### src/rtl/jstk_pkg.sv
// Shared PmodJSTK definitions: command prefix, frame size, FSM states and the
// x/y/btn frame packing used by both the responder and master-side checks.
package jstk_pkg;

  localparam int          JSTK_FRAME_BYTES = 5;
  localparam int          JSTK_FRAME_BITS  = 8 * JSTK_FRAME_BYTES;
  localparam logic [5:0]  JSTK_CMD_PREFIX  = 6'b100000;

  typedef enum logic [1:0] {
    ST_IDLE  = 2'd0,
    ST_SHIFT = 2'd1,
    ST_HOLD  = 2'd2
  } jstk_state_e;

  // Byte order on the wire: X low, X high, Y low, Y high, buttons.
  function automatic logic [JSTK_FRAME_BITS-1:0] jstk_pack(
    input logic [9:0] x,
    input logic [9:0] y,
    input logic [2:0] btn
  );
    return {x[7:0], 6'b0, x[9:8], y[7:0], 6'b0, y[9:8], 5'b0, btn};
  endfunction

endpackage

### src/rtl/jstk_spi_responder_if.sv
// SPI wire bundle between our SPI master and the joystick responder.
interface jstk_spi_responder_if;
  logic sck;
  logic cs;
  logic mosi;
  logic miso;

  modport master (output sck, output cs, output mosi, input miso);
  modport slave  (input sck, input cs, input mosi, output miso);
endinterface

### src/rtl/spi_sync_edge.sv
// Multi-flop synchroniser for an asynchronous SPI control line, with one
// history flop to produce single-cycle rise/fall strobes.
module spi_sync_edge #(
  parameter int   STAGES  = 2,
  parameter logic RST_VAL = 1'b0
) (
  input  logic clk,
  input  logic rst,
  input  logic d,
  output logic rise,
  output logic fall
);

  logic [STAGES-1:0] sync_q, sync_d;
  logic              hist_q, hist_d;

  always_comb begin
    sync_d = {sync_q[STAGES-2:0], d};
    hist_d = sync_q[STAGES-1];
  end

  always_ff @(posedge clk) begin
    if (rst) begin
      sync_q <= {STAGES{RST_VAL}};
      hist_q <= RST_VAL;
    end else begin
      sync_q <= sync_d;
      hist_q <= hist_d;
    end
  end

  assign rise = sync_q[STAGES-1] & ~hist_q;
  assign fall = ~sync_q[STAGES-1] & hist_q;

endmodule

### src/rtl/jstk_spi_responder.sv
// SPI mode-0 slave emulating a PmodJSTK: serves the X/Y/button frame on miso
// and decodes the LED command byte from mosi, oversampled on clk50M.
module jstk_spi_responder
  import jstk_pkg::*;
#(
  parameter int         SYNC_STAGES = 2,
  parameter int         FRAME_BYTES = JSTK_FRAME_BYTES,
  parameter logic [5:0] CMD_PREFIX  = JSTK_CMD_PREFIX
) (
  input  logic                  clk50M,
  input  logic                  rst,
  jstk_spi_responder_if.slave   spi,
  input  logic [9:0]            x,
  input  logic [9:0]            y,
  input  logic [2:0]            btn,
  output logic                  led1,
  output logic                  led2,
  output logic                  frame_done,
  output logic                  frame_err
);

  localparam int FRAME_BITS = 8 * FRAME_BYTES;
  localparam int CNT_W      = $clog2(FRAME_BITS + 1);
  localparam int WARM_W     = $clog2(SYNC_STAGES + 2);
  localparam int TX_BITS    = JSTK_FRAME_BITS;

  logic sck_rise_raw, sck_fall_raw, cs_rise_raw, cs_fall_raw;
  logic sck_rise, sck_fall, cs_rise, cs_fall;

  spi_sync_edge #(.STAGES(SYNC_STAGES), .RST_VAL(1'b0)) u_sck_sync (
    .clk (clk50M), .rst (rst), .d (spi.sck),
    .rise(sck_rise_raw), .fall(sck_fall_raw)
  );

  spi_sync_edge #(.STAGES(SYNC_STAGES), .RST_VAL(1'b1)) u_cs_sync (
    .clk (clk50M), .rst (rst), .d (spi.cs),
    .rise(cs_rise_raw), .fall(cs_fall_raw)
  );

  logic [SYNC_STAGES-1:0] mosi_sync_q, mosi_sync_d;
  logic [WARM_W-1:0]      warm_q, warm_d;
  logic                   warm_done;
  jstk_state_e            state_q, state_d;
  logic [TX_BITS-1:0]     tx_q, tx_d;
  logic [FRAME_BITS-1:0]  rx_q, rx_d;
  logic [CNT_W-1:0]       cnt_q, cnt_d;
  logic                   miso_q, miso_d;
  logic                   led1_q, led1_d, led2_q, led2_d;
  logic                   done_q, done_d, err_q, err_d;
  logic [7:0]             rx_byte0;

  // Edges are masked until the synchronisers hold real pin values, so a frame
  // already running when rst drops never looks like a fresh cs fall.
  assign warm_done = (warm_q == WARM_W'(SYNC_STAGES + 1));
  assign sck_rise  = sck_rise_raw & warm_done;
  assign sck_fall  = sck_fall_raw & warm_done;
  assign cs_rise   = cs_rise_raw  & warm_done;
  assign cs_fall   = cs_fall_raw  & warm_done;
  assign rx_byte0  = rx_q[FRAME_BITS-1 -: 8];

  always_comb begin
    mosi_sync_d = {mosi_sync_q[SYNC_STAGES-2:0], spi.mosi};
    warm_d      = warm_done ? warm_q : warm_q + WARM_W'(1);
    state_d     = state_q;
    tx_d        = tx_q;
    rx_d        = rx_q;
    cnt_d       = cnt_q;
    miso_d      = miso_q;
    led1_d      = led1_q;
    led2_d      = led2_q;
    done_d      = 1'b0;
    err_d       = 1'b0;

    case (state_q)
      ST_IDLE: begin
        miso_d = 1'b0;
        if (cs_fall) begin
          tx_d    = jstk_pack(x, y, btn);
          miso_d  = tx_d[TX_BITS-1];
          cnt_d   = '0;
          state_d = ST_SHIFT;
        end
      end
      ST_SHIFT: begin
        if (cs_rise) begin
          err_d   = 1'b1;
          miso_d  = 1'b0;
          state_d = ST_IDLE;
        end else begin
          if (sck_rise) begin
            rx_d  = {rx_q[FRAME_BITS-2:0], mosi_sync_q[SYNC_STAGES-1]};
            cnt_d = cnt_q + CNT_W'(1);
            if (cnt_d == CNT_W'(FRAME_BITS)) state_d = ST_HOLD;
          end
          if (sck_fall) begin
            tx_d   = {tx_q[TX_BITS-2:0], 1'b0};
            miso_d = tx_d[TX_BITS-1];
          end
        end
      end
      ST_HOLD: begin
        miso_d = 1'b0;
        if (cs_rise) begin
          done_d = 1'b1;
          if (rx_byte0[7:2] == CMD_PREFIX) begin
            led2_d = rx_byte0[1];
            led1_d = rx_byte0[0];
          end else begin
            err_d = 1'b1;
          end
          state_d = ST_IDLE;
        end
      end
      default: state_d = ST_IDLE;
    endcase
  end

  always_ff @(posedge clk50M) begin
    if (rst) begin
      mosi_sync_q <= '0;
      warm_q      <= '0;
      state_q     <= ST_IDLE;
      tx_q        <= '0;
      rx_q        <= '0;
      cnt_q       <= '0;
      miso_q      <= 1'b0;
      led1_q      <= 1'b0;
      led2_q      <= 1'b0;
      done_q      <= 1'b0;
      err_q       <= 1'b0;
    end else begin
      mosi_sync_q <= mosi_sync_d;
      warm_q      <= warm_d;
      state_q     <= state_d;
      tx_q        <= tx_d;
      rx_q        <= rx_d;
      cnt_q       <= cnt_d;
      miso_q      <= miso_d;
      led1_q      <= led1_d;
      led2_q      <= led2_d;
      done_q      <= done_d;
      err_q       <= err_d;
    end
  end

  assign spi.miso   = miso_q;
  assign led1       = led1_q;
  assign led2       = led2_q;
  assign frame_done = done_q;
  assign frame_err  = err_q;

endmodule

### src/flat_wrapper.sv
// flat-port wrapper written by rule: the top's interface ports become plain ports
module jstk_spi_responder_flat import jstk_pkg::*;
#(
  parameter int         SYNC_STAGES = 2,
  parameter int         FRAME_BYTES = JSTK_FRAME_BYTES,
  parameter logic [5:0] CMD_PREFIX  = JSTK_CMD_PREFIX
)
  (clk50M, rst, x, y, btn, led1, led2, frame_done, frame_err, spi_sck, spi_cs, spi_mosi, spi_miso);
  jstk_spi_responder_if spi_i ();
  input  logic clk50M;
  input  logic rst;
  input  logic [9:0] x;
  input  logic [9:0] y;
  input  logic [2:0] btn;
  output logic led1;
  output logic led2;
  output logic frame_done;
  output logic frame_err;
  input wire logic [$bits(spi_i.sck)-1:0] spi_sck;
  input wire logic [$bits(spi_i.cs)-1:0] spi_cs;
  input wire logic [$bits(spi_i.mosi)-1:0] spi_mosi;
  output wire logic [$bits(spi_i.miso)-1:0] spi_miso;
  assign spi_i.sck = spi_sck;
  assign spi_i.cs = spi_cs;
  assign spi_i.mosi = spi_mosi;
  assign spi_miso = spi_i.miso;
  jstk_spi_responder #(.SYNC_STAGES(SYNC_STAGES), .FRAME_BYTES(FRAME_BYTES), .CMD_PREFIX(CMD_PREFIX)) u_core (.clk50M(clk50M), .rst(rst), .spi(spi_i), .x(x), .y(y), .btn(btn), .led1(led1), .led2(led2), .frame_done(frame_done), .frame_err(frame_err));
endmodule
### config.mk
export PLATFORM = sky130hd
export DESIGN_NAME = jstk_spi_responder_flat
export DESIGN_NICKNAME = d
export VERILOG_FILES = /design/src/rtl/jstk_pkg.sv /design/src/rtl/jstk_spi_responder_if.sv /design/src/rtl/spi_sync_edge.sv /design/src/rtl/jstk_spi_responder.sv /design/src/flat_wrapper.sv
export SDC_FILE = /design/constraint.sdc
export NUM_CORES = 1
export LEC_CHECK = 0
export ABC_AREA = 1
export CAP_MARGIN = 10
export CORE_UTILIZATION = 61
export DETAILED_ROUTE_END_ITERATION = 10
export PLACE_DENSITY = 0.84
export SYNTH_ARGS = -nofsm -noshare
export SYNTH_HDL_FRONTEND = slang
export SYNTH_HIERARCHICAL = 1
export SYNTH_SLANG_ARGS = --single-unit
### constraint.sdc
create_clock -name clk50M -period 2.4 [get_ports clk50M]
set_input_delay 0.24 -clock clk50M [delete_from_list [all_inputs] [get_ports clk50M]]
set_output_delay 0.24 -clock clk50M [all_outputs]
set_load 0.005 [all_outputs]
## Word level (Yosys, flattened, before mapping)

Cells that the tools add are included.

| cells by class | value |
|---|---|
| add/sub/neg operators | 2 |
| equality and inequality tests | 13 |
| multiplexer cells | 22 |
| bitwise operators | 14 |
| reductions and logical operators | 10 |

Operators with widths:

| operator | number |
|---|---|
| 39-bit 2-to-1 mux | 3 |
| 39-bit one-hot mux with 2 select lines | 1 |
| 6-bit 2-to-1 mux | 3 |
| 6-bit equality test, second input constant | 2 |
| 6-bit one-hot mux with 2 select lines | 1 |
| 4-bit AND reduction | 3 |
| 2-bit 2-to-1 mux | 5 |
| 3-bit by 1-bit inequality test with 1-bit output, second input constant | 3 |
| 1-bit AND | 8 |
| 2-bit by 1-bit inequality test with 1-bit output, second input constant | 4 |
| 6-bit by 1-bit adder with 6-bit output, second input constant | 1 |
| 1-bit 2-to-1 mux | 6 |
| 1-bit inverter | 6 |
| 2-bit one-hot mux with 3 select lines | 1 |
| 3-bit AND reduction | 2 |
| 2-bit equality test, second input constant | 2 |
| 1-bit one-hot mux with 3 select lines | 1 |
| 3-bit nonzero test | 1 |
| 2-bit by 1-bit adder with 2-bit output, second input constant | 1 |
| 2-bit by 1-bit equality test with 1-bit output, second input constant | 1 |
| 2-bit logical NOT | 1 |
| 2-bit inequality test, second input constant | 1 |
| 1-bit one-hot mux with 2 select lines | 1 |
| 2-bit AND reduction | 1 |
| 2 further kinds | 2 |

| word-level totals | value |
|---|---|
| register bits after elaboration | 102 |
| input port bits | 28 |
| logic and storage cells | 76 |

## Depth between registers and ports, before layout

| depth | value |
|---|---|
| word-level depth | 6 |
| mapped depth | 11 |
| gate-level depth less buffers | 11 |

## Modules after synthesis

Netlist, hierarchy kept.

By module, submodules not included:

| module | instances | cells each | area an instance (sq um) | sequential area each (sq um) |
|---|---|---|---|---|
| jstk_spi_responder | 1 | 493 | 3806.2 | 1921.8 |
| spi_sync_edge (u_core.u_cs_sync) | 1 | 13 | 97.6 | 60.1 |
| spi_sync_edge (u_core.u_sck_sync) | 1 | 12 | 93.8 | 60.1 |

## Worst setup path after synthesis

No wires, ideal clock.

| timing | value |
|---|---|
| kind | reg-to-reg |
| start | register u_core.state_q[1] |
| end | register u_core.tx_q[2] |
| setup time | 0.074 ns |
| arrival | 1.468 ns |
| data required time | 2.326 ns |
| setup slack | 0.858 ns |
| stages on the path, launching flop included | 12 |
| path buffers | 2 |
| clock period less this slack | 1.542 ns |
| cell sequence | dfxtp_1 -> inv_1 -> ha_1 -> buf_2 -> inv_4 -> nand2_1 -> nand2_2 -> nand3_4 -> clkinv_2 -> buf_6 -> o21ai_0 -> a31oi_1 |

| on the way | value |
|---|---|
| cells in the longest elaborated chain, start to end | 3 |
| elaborated cells on any way between the ends | 8 |

RTL lines:

| element | line | text |
|---|---|---|
| start, declared | jstk_spi_responder.sv:43 | `jstk_state_e state_q, state_d;` |
| start signal, assigned | jstk_spi_responder.sv:134 | `state_q <= state_d;` |
| 2-bit by 1-bit equality test with 1-bit output / 2-bit logical NOT (equally long branches) | jstk_spi_responder.sv:74 | `case (state_q)` |
| 2-bit by 1-bit inequality test with 1-bit output (no source line), or another cell as far along | - |  |
| 4-bit AND reduction (no source line) | - |  |
| end signal, assigned | jstk_spi_responder.sv:135 | `tx_q <= tx_d;` |
| end, declared | jstk_spi_responder.sv:44 | `logic [TX_BITS-1:0] tx_q, tx_d;` |

Parallel ways exist; a longest one is shown, timed or not.
A chain may end at the register's enable or synchronous reset.

## Worst setup path after layout

| timing | value |
|---|---|
| start | register u_core.state_q[1] |
| end | register u_core.rx_q[38] |

| on the way | value |
|---|---|
| cells in the longest elaborated chain, start to end | 2 |

RTL lines:

| element | line | text |
|---|---|---|
| 2-bit by 1-bit equality test with 1-bit output | jstk_spi_responder.sv:74 |  |
| 3-bit AND reduction (no source line) | - |  |
| end signal, assigned | jstk_spi_responder.sv:136 | `rx_q <= rx_d;` |
| end, declared | jstk_spi_responder.sv:45 | `logic [FRAME_BITS-1:0] rx_q, rx_d;` |

No other way between the ends.

==> flow_summary.ini <==
[outcome]
status = completed

[drt]
num_vias = 3323
dr_wl_met3_um = 425
firstDrtPassIters = 5
routed-wl-met2_um = 3520
vias_per_cell = 5.37
drc_errors = 0
highest_layer = met4
drt-total-wl_um = 7420
ant_nets = 0
m1WireLength_um = 3400
drt_iter0_drc = 214
drt-wirelength-per-cell_um = 12.0

[timing]
fin_skew_ns = 0.0106
period_minus_slack_ns = 1.97
slew_violations = 0
fin_setup_tns_ns = 0
fmax_mhz = 507
maxSlewHeadroom_pct = 58.1
tightest_slew_ns = 0.622
period_share_pct = 82.2
finalSetupViolCount = 0
hold_viol = 0
rsz0062_at_grt = no
hold_ws_ns = 0.402

[synthesis]
synth_common_cells = dfxtp_1 (102), nand2_1 (94), nor2_1 (92)
netlist_area_mm2 = 0.00400
yosys.area.top_type = dfxtp_1
synth_edf_count = 0
syn_inst = 518
seq_area_frac_synth_pct = 51.1
ys_async_sr_fraction_pct = 0
ys_warn_count = 6
yosys.cell_count.top_type = dfxtp_1
synth_seq_cells = 102
synth_area_leaders = dfxtp_1 (51%), nand2_1 (8.8%), nor2_1 (8.6%), o21ai_0 (7.8%), a21oi_1 (4.1%)
synth.distinct_cells = 28
syn_nets = 552
syn_avg_cell_area_um2 = 7.72
netlist.area_leader.share_pct = 51.1
synth_ff_type = dfxtp_1

[clocking]
cts_buffers = 9
cts-htree-levels = 3
clk_pin_slew_ns = 0.09
cts_sinks = 102
cts_tree = built
cts_buffer_depth = 2
hold_buffers = 0
post-cts-setup-buffer-count = 0
cts_resized = 0
root_buffer = clkbuf_8
clk_latency_ns = 0.36

[floorplanning]
die_h_um = 83.0
start_util_pct = 63.0
boundaryPins = 33
dieWidth_um = 83.0
core_mm2 = 0.00635
dieArea_mm2 = 0.00688
fp-row-count = 29

[critical_path]
cp-start-kind = register
r2r_setup_slack_ns = 0.43
cp.arrival_ns = 2.26
path_class = register to register
cp-end-kind = register
cp_max_fo = 39
required_ns = 2.68

[global_route]
track_usage_pct = 22.1
antenna_found_initial = 0
grt_max_degree = 61
grt_pass1_vias = 2948
grt_overflow_total = 0
grt_pass1_wl_um = 12600

[hold_path]
min-delay-path-class = primary input to register

[power]
p_sw_mw = 0.941
combinationalPowerShare_pct = 15.1
seqPwrFrac_pct = 55.3
p_leak_nw = 1.90
power_density_mw_per_mm2 = 749
p_int_mw = 2.42
switching_share_pct = 28.0
ir_drop_v = 0.000618
clockPowerShare_pct = 29.6

[place]
post_dp_cell_area_mm2 = 0.00430
io_buffers = 32
place.gp.congestion = 0.799
hpwl_um = 4740

[finish]
layout-drive-gt1-share_pct = 6.27
design_area_mm2 = 0.00448
syn_to_final_growth_pct = 12.2
fill_cells = 481
finalNetCount = 571
multi_input_area_mm2 = 0.00166
regArea_mm2 = 0.00204
insertedDiodeCount = 0

[job]
maxCapViolations = 0
[layout by cell type (no fill, tap or decap)]
master / instances
inv_2: 2
a32oi_1: 1
o21ai_0: 62
nand2_4: 1
inv_4: 2
dfxtp_1: 102
a21oi_1: 33
nand2_2: 3
clkdlybuf4s50_1: 32
nand3_4: 1
inv_6: 1
nor3_1: 2
o21ai_1: 7
nor3_4: 1
nand3_1: 23
o22ai_1: 1
clkbuf_8: 11
nor2_1: 92
clkbuf_1: 1
nand2_1: 94
buf_4: 9
nand4_1: 2
xor2_1: 2
clkinvlp_4: 2
a31oi_1: 21
inv_1: 26
o21bai_1: 1
clkinv_2: 1
ha_1: 6
[cell type report]
cell class                 count  share of cell area (%)
tap                           77                    2.15
timing repair buffer          41                    8.65
sequential                   102                    45.5
clock inverter                 4                   0.642
multi-input combinational    353                    36.9
clock buffer                  12                    3.46
inverter                      30                    2.62
[per-layer routing]
metal  vias to the layer above  GRT usage (%)
met5                         -              0
li1                       1729              -
met2                        86           36.1
met3                         8           6.06
met1                      1500           28.7
met4                         0           6.43
[power groups by stage]
stage / sequential [mW] / clock (mW) / combinational (mW)
final: 1.86 / 0.994 / 0.507
after global routing: 1.87 / 1.08 / 0.566
after CTS: 1.86 / 1.01 / 0.503
after detailed placement: 1.89 / 0 / 0.501
after global placement: 1.89 / 0 / 0.484
after floorplan: 1.88 / 0 / 0.405
[critical path: stages (launching register included)]
cell and delay, ns:
dfxtp_1 0.36, inv_1 0.08, ha_1 0.28, inv_4 0.08, buf_4 0.28, nor3_4 0.09, inv_2 0.45, o21ai_0 0.14
a21oi_1 0.14
[flip-flops by register name, indices dropped and copies added (netlist names), 2 cells and up]
signal,cells
u_core/u_sck_sync/sync_q,2
u_core/rx_q,40
u_core/u_cs_sync/sync_q,2
u_core/warm_q,2
u_core/cnt_q,6
u_core/state_q,2
u_core/tx_q,39
u_core/mosi_sync_q,2
[logic make-up (layout without fill, tap and decap cells)]
group | Yosys count | in the layout | share of synthesized area (%)
AND/OR/NAND/NOR | 219 | 219 | 22.5
buffers and inverters | 63 | 87 | 7.48
flip-flops | 102 | 102 | 51.1
adder cells (fa/ha/maj) | 6 | 6 | 1.88
XOR/XNOR | 2 | 2 | 0.438
AO/OA/AOI/OAI | 126 | 126 | 16.6
[metrics by stage]
step | power, mW | setup WS [ns] | utilization (%) | cells
after global placement | 2.37 | 0.341 | 67.7 | 603
after CTS | 3.37 | 0.193 | 70.6 | 619
after global routing | 3.51 | 0.234 | 70.6 | 619
after floorplan | 2.28 | 0.858 | - | 518
after detailed placement | 2.39 | 0.188 | 67.7 | 603
final | 3.36 | 0.427 | 70.6 | 619
[worst paths after layout]
check / startpoint / endpoint / cells after the start
worst min register to register: u_core/mosi_sync_q[0] / u_core/mosi_sync_q[1] / 2
worst max register to register: u_core/state_q[1] / u_core/rx_q[38] / 8
worst max-delay path: u_core/state_q[1] / u_core/rx_q[38] / 8
worst min-delay path: spi_sck / u_core/u_sck_sync/sync_q[0] / 3
(Power assumes the default switching activity.)
==> RTL change 1, RTL diff (same settings) <==
The 3 states of `jstk_state_e` get a one-hot encoding in 3 bits.
--- a/src/rtl/jstk_pkg.sv
+++ b/src/rtl/jstk_pkg.sv
@@ -7,8 +7,8 @@
   localparam logic [5:0]  JSTK_CMD_PREFIX  = 6'b100000;
 
-  typedef enum logic [1:0] {
-    ST_IDLE  = 2'd0,
-    ST_SHIFT = 2'd1,
-    ST_HOLD  = 2'd2
+  typedef enum logic [2:0] {
+    ST_IDLE  = 3'b001,
+    ST_SHIFT = 3'b010,
+    ST_HOLD  = 3'b100
   } jstk_state_e;
 
Behaviour: same outputs for any inputs over 10 cycles, from zero or initial values and one cycle with rst high; not proved beyond that.
==> RTL change 1 against the unedited design <==
  * Critical path type unchanged
  * Combinational power is 60% higher
  * Non-clock buffer count stayed put
  * Synthesized area increased by 5.0%
  * The run now ends with DRC left
  * Highest routed layer unchanged
  * Wire length rose by 10%
  * Setup slack better by 0.011 ns
  * Sequential cell count grew 1
  * Utilization increased by 1.8 points
  * First-iteration DRC count grew 20%
  * Total power is 15% higher
  * Design area is 4.8% higher
==> RTL change 1: results (changes against the unedited design) <==
# fillers = 523 (+8.7%)
synth unique cells = 27 (-3.6%)
worst clock skew = 0.0101 ns (-0.000479 ns)
initial DRC count = 257 (+20%)
pre-CTS setup slack = 0.467 ns (+0.278 ns)
Remaining DRCs = 4 (+4)
Leakage = 1.88 nW (-0.81%)
RePlAce Congestion = 0.830 (+3.9%)
Vias per Instance = 5.43 (+1.2%)
Placed Instances = 655 (+8.6%)
first drt pass iteration count = 8 (+3)
slowest CP cell = dfxtp_1
max incr delay on CP = 0.37 ns (-0.08 ns)
biggest regs = u_core/rx_q (40), u_core/tx_q (39), u_core/cnt_q (6)
VDD IR-drop max = 0.545 mV (-12%)
Main synth FF type = dfxtp_1
Switching Share = 31.0% (+3.0 points)
total track usage = 23.9% (+1.9 points)
Ant. Diodes = 0 (unchanged)
ranking of synthesized cells by area = dfxtp_1 (49%), nor2_1 (9.3%), nand2_1 (8.9%), o21ai_0 (7.3%), nand3_1 (6.1%)
vias in the first global route = 3318 (+13%)
most common library cells after synthesis = nor2_1 (104), dfxtp_1 (103), nand2_1 (100)
global-route wire length before repair = 14.0 mm (+11%)
failing checks = DRC
DP HPWL = 5.01 mm (+5.5%)
outcome = finished, violations left
DR vias = 3646 (+9.7%)
Max Buffers Root-to-Sink = 2 (unchanged)
share of layout cells above drive strength 1 = 5.56% (-0.72 points)
Nets = 619 (+8.4%)
Syn Inst Count = 575 (+11%)
clock transition at the registers of the reported paths = 0.09 ns (about the same)
Slew headroom = 71.7% (+14 points)
final WL = 8.16 mm (+10%)
worst-path fanout max = 60 (+54%)
-- RTL change 1: cell families (layout without fill, tap and decap cells) --
kind of cell,count (synthesis),count (layout),synth area share (%)
flip-flops,103,103,49.1
buffers and inverters,68,87,7.24
AND/OR/NAND/NOR,300,300,30.7
AO/OA/AOI/OAI,101,101,12.1
XOR/XNOR,1,1,0.209
adder cells (fa/ha/maj),2,2,0.596
-- RTL change 1: power by group through the flow --
stage / sequential, mW / clock (mW) / combinational (mW)
final: 1.99 / 1.07 / 0.812
after global placement: 2.02 / 0 / 0.772
after floorplan: 2.00 / 0 / 0.675
after global routing: 2.01 / 1.17 / 0.914
after detailed placement: 2.02 / 0 / 0.805
after CTS: 1.99 / 1.10 / 0.812
-- RTL change 1: per-layer routing --
layer  part of all wire (%)  vias to the layer above  global-route usage (%)
met1                     47                     1677                    28.0
met3                    4.0                       10                    6.42
met5                      0                        -                       0
li1                       -                     1898                       -
met2                     48                       61                    42.4
met4                    1.2                        0                    8.17
-- RTL change 1: worst paths after layout --
path | from | end | slack [ns]
worst max-delay path | u_core/warm_q[0] | u_core/tx_q[4] | 0.44
worst min-delay path | spi_mosi | u_core/mosi_sync_q[0] | 0.38
worst max register to register | u_core/warm_q[0] | u_core/tx_q[4] | 0.44
worst min register to register | u_core/mosi_sync_q[0] | u_core/mosi_sync_q[1] | 0.42
-- RTL change 1: cell type report --
class | instances | share of cell area [%]
tap | 77 | 2.05
sequential | 103 | 43.9
clock inverter | 5 | 1.36
timing repair buffer | 41 | 8.52
inverter | 30 | 2.45
multi-input combinational | 404 | 39.0
clock buffer | 11 | 2.79
-- RTL change 1: critical path: cells and delay by family (launching register included) --
family | cells | cell delay, ns
AOI/OAI and AO/OA | 1 | 0.17
adders and majority gates | 1 | 0.32
buffers and inverters | 1 | 0.24
DFF | 1 | 0.37
and+or+nand+nor | 5 | 0.78
-- RTL change 1: stage by stage --
stage	hold slack, ns	cell area [um^2]	power, mW	util (%)
floorplan	0.311	4200	2.67	-
global placement	0.395	4510	2.79	69.4
detailed placement	0.405	4510	2.83	69.4
CTS	0.370	4700	3.90	72.4
global route	0.384	4700	4.09	72.4
finish	0.384	4700	3.88	72.4
==> RTL change 2, RTL diff (same settings) <==
Made on the original files. `RST_VAL` is set to 1'b0 in 2 places; all go to 1'b1.
--- a/src/rtl/spi_sync_edge.sv
+++ b/src/rtl/spi_sync_edge.sv
@@ -3,5 +3,5 @@
 module spi_sync_edge #(
   parameter int   STAGES  = 2,
-  parameter logic RST_VAL = 1'b0
+  parameter logic RST_VAL = 1'b1
 ) (
   input  logic clk,
--- a/src/rtl/jstk_spi_responder.sv
+++ b/src/rtl/jstk_spi_responder.sv
@@ -28,5 +28,5 @@
   logic sck_rise, sck_fall, cs_rise, cs_fall;
 
-  spi_sync_edge #(.STAGES(SYNC_STAGES), .RST_VAL(1'b0)) u_sck_sync (
+  spi_sync_edge #(.STAGES(SYNC_STAGES), .RST_VAL(1'b1)) u_sck_sync (
     .clk (clk50M), .rst (rst), .d (spi.sck),
     .rise(sck_rise_raw), .fall(sck_fall_raw)
Function: no difference found for any inputs over 10 cycles, from zero or initial values and one cycle with rst high; that may be too few to reach the edited logic, so the function may still have changed.
==> RTL change 2 against the unedited design <==
  * Count of clock-buffer cells in the layout decreased by 3
  * Worst hold slack worse by 0.0052 ns
  * Via count up 0.48%
  * Combinational power decreased by 1%
  * Wire length grew 5.7%
  * Synthesized area hardly changed
  * Clock skew rose by 0.0032 ns
  * Sequential cell count unchanged
  * Design area is 0.33% lower
  * Setup slack lost 0.087 ns
  * Total power increased by 0.50%
==> RTL change 2: results (changes against the unedited design) <==
Layout Cells excl Fill = 617 (-0.32%)
met2 usage = 40.5% (+4.5 points)
global-route wire length before repair = 13.2 mm (+4.6%)
first drt pass iteration count = 4 (-1)
outcome = complete, no violations
Mapped Nets = 553 (+0.18%)
RePlAce Congestion = 0.889 (+11%)
worst-path fanout max = 60 (+54%)
reg-to-reg slack, setup = 0.34 ns (-0.09 ns)
pre-CTS setup slack = 0.0173 ns (-0.171 ns)
worst clock skew = 0.0138 ns (+0.00315 ns)
# fillers = 503 (+4.6%)
initial DRC count = 277 (+29%)
Vias per Instance = 5.41 (+0.81%)
HP Start = spi_mosi
Leakage = 1.91 nW (+0.66%)
VDD IR-drop max = 0.600 mV (-3.0%)
worst hold margin = 0.397 ns (-0.00517 ns)
compound-gate portion of the synthesized area = 16.6% (about the same)
routed length on met3 = 328 um (-23%)
Clk network pwr share = 30.2% (+0.6 points)
Final Instance Area = 4470 um^2 (-0.33%)
sequential fraction of the synthesis area = 51.0% (about the same)
Min-Delay Endpoint = u_core/mosi_sync_q[0]
max incr delay on CP = 0.36 ns (-0.09 ns)
slowest CP cell = dfxtp_1
Placed Instances = 601 (-0.33%)
WL met2 = 3.85 mm (+9.3%)
met1 wire length = 3.54 mm (+4.1%)
DP Area = 4280 um^2 (-0.44%)
R2R Path End = u_core/tx_q[19]
met1 Usage GRT = 28.3% (-0.39 points)
CP Launch Point = u_core/warm_q[0]
DP HPWL = 4.99 mm (+5.1%)
most common library cells after synthesis = dfxtp_1 (102), nand2_1 (97), nor2_1 (89)
vias in the first global route = 3106 (+5.4%)
==> RTL change 2: cell types whose count changed after synthesis <==
cell and delta:
nand2_1 +3, nor2_1 -3, inv_1 +1
==> RTL change 2: area by class of cell <==
cell class                      count  share of cell area, %
Clock inverter                      7                   1.37
Inverter                           31                   2.77
Timing Repair Buffer               38                   8.17
Clock buffer                        9                   2.77
Tap cell                           77                   2.16
Sequential cell                   102                   45.7
Multi-Input combinational cell    353                   37.1
==> RTL change 2: critical path: cells and delay by family, from the launching register on <==
| family | cells | cell delay, ns |
|---|---|---|
| AND/OR/NAND/NOR | 4 | 0.49 |
| adder cells (fa/ha/maj) | 1 | 0.35 |
| AO/OA/AOI/OAI | 2 | 0.38 |
| flip-flops | 1 | 0.36 |
| buffers and inverters | 1 | 0.34 |
==> RTL change 2: repair_timing <==
item	4_1_cts	5_1_grt
hold buffers	0	0
endpoints found under the setup margin	1	0
resized for setup	1	0
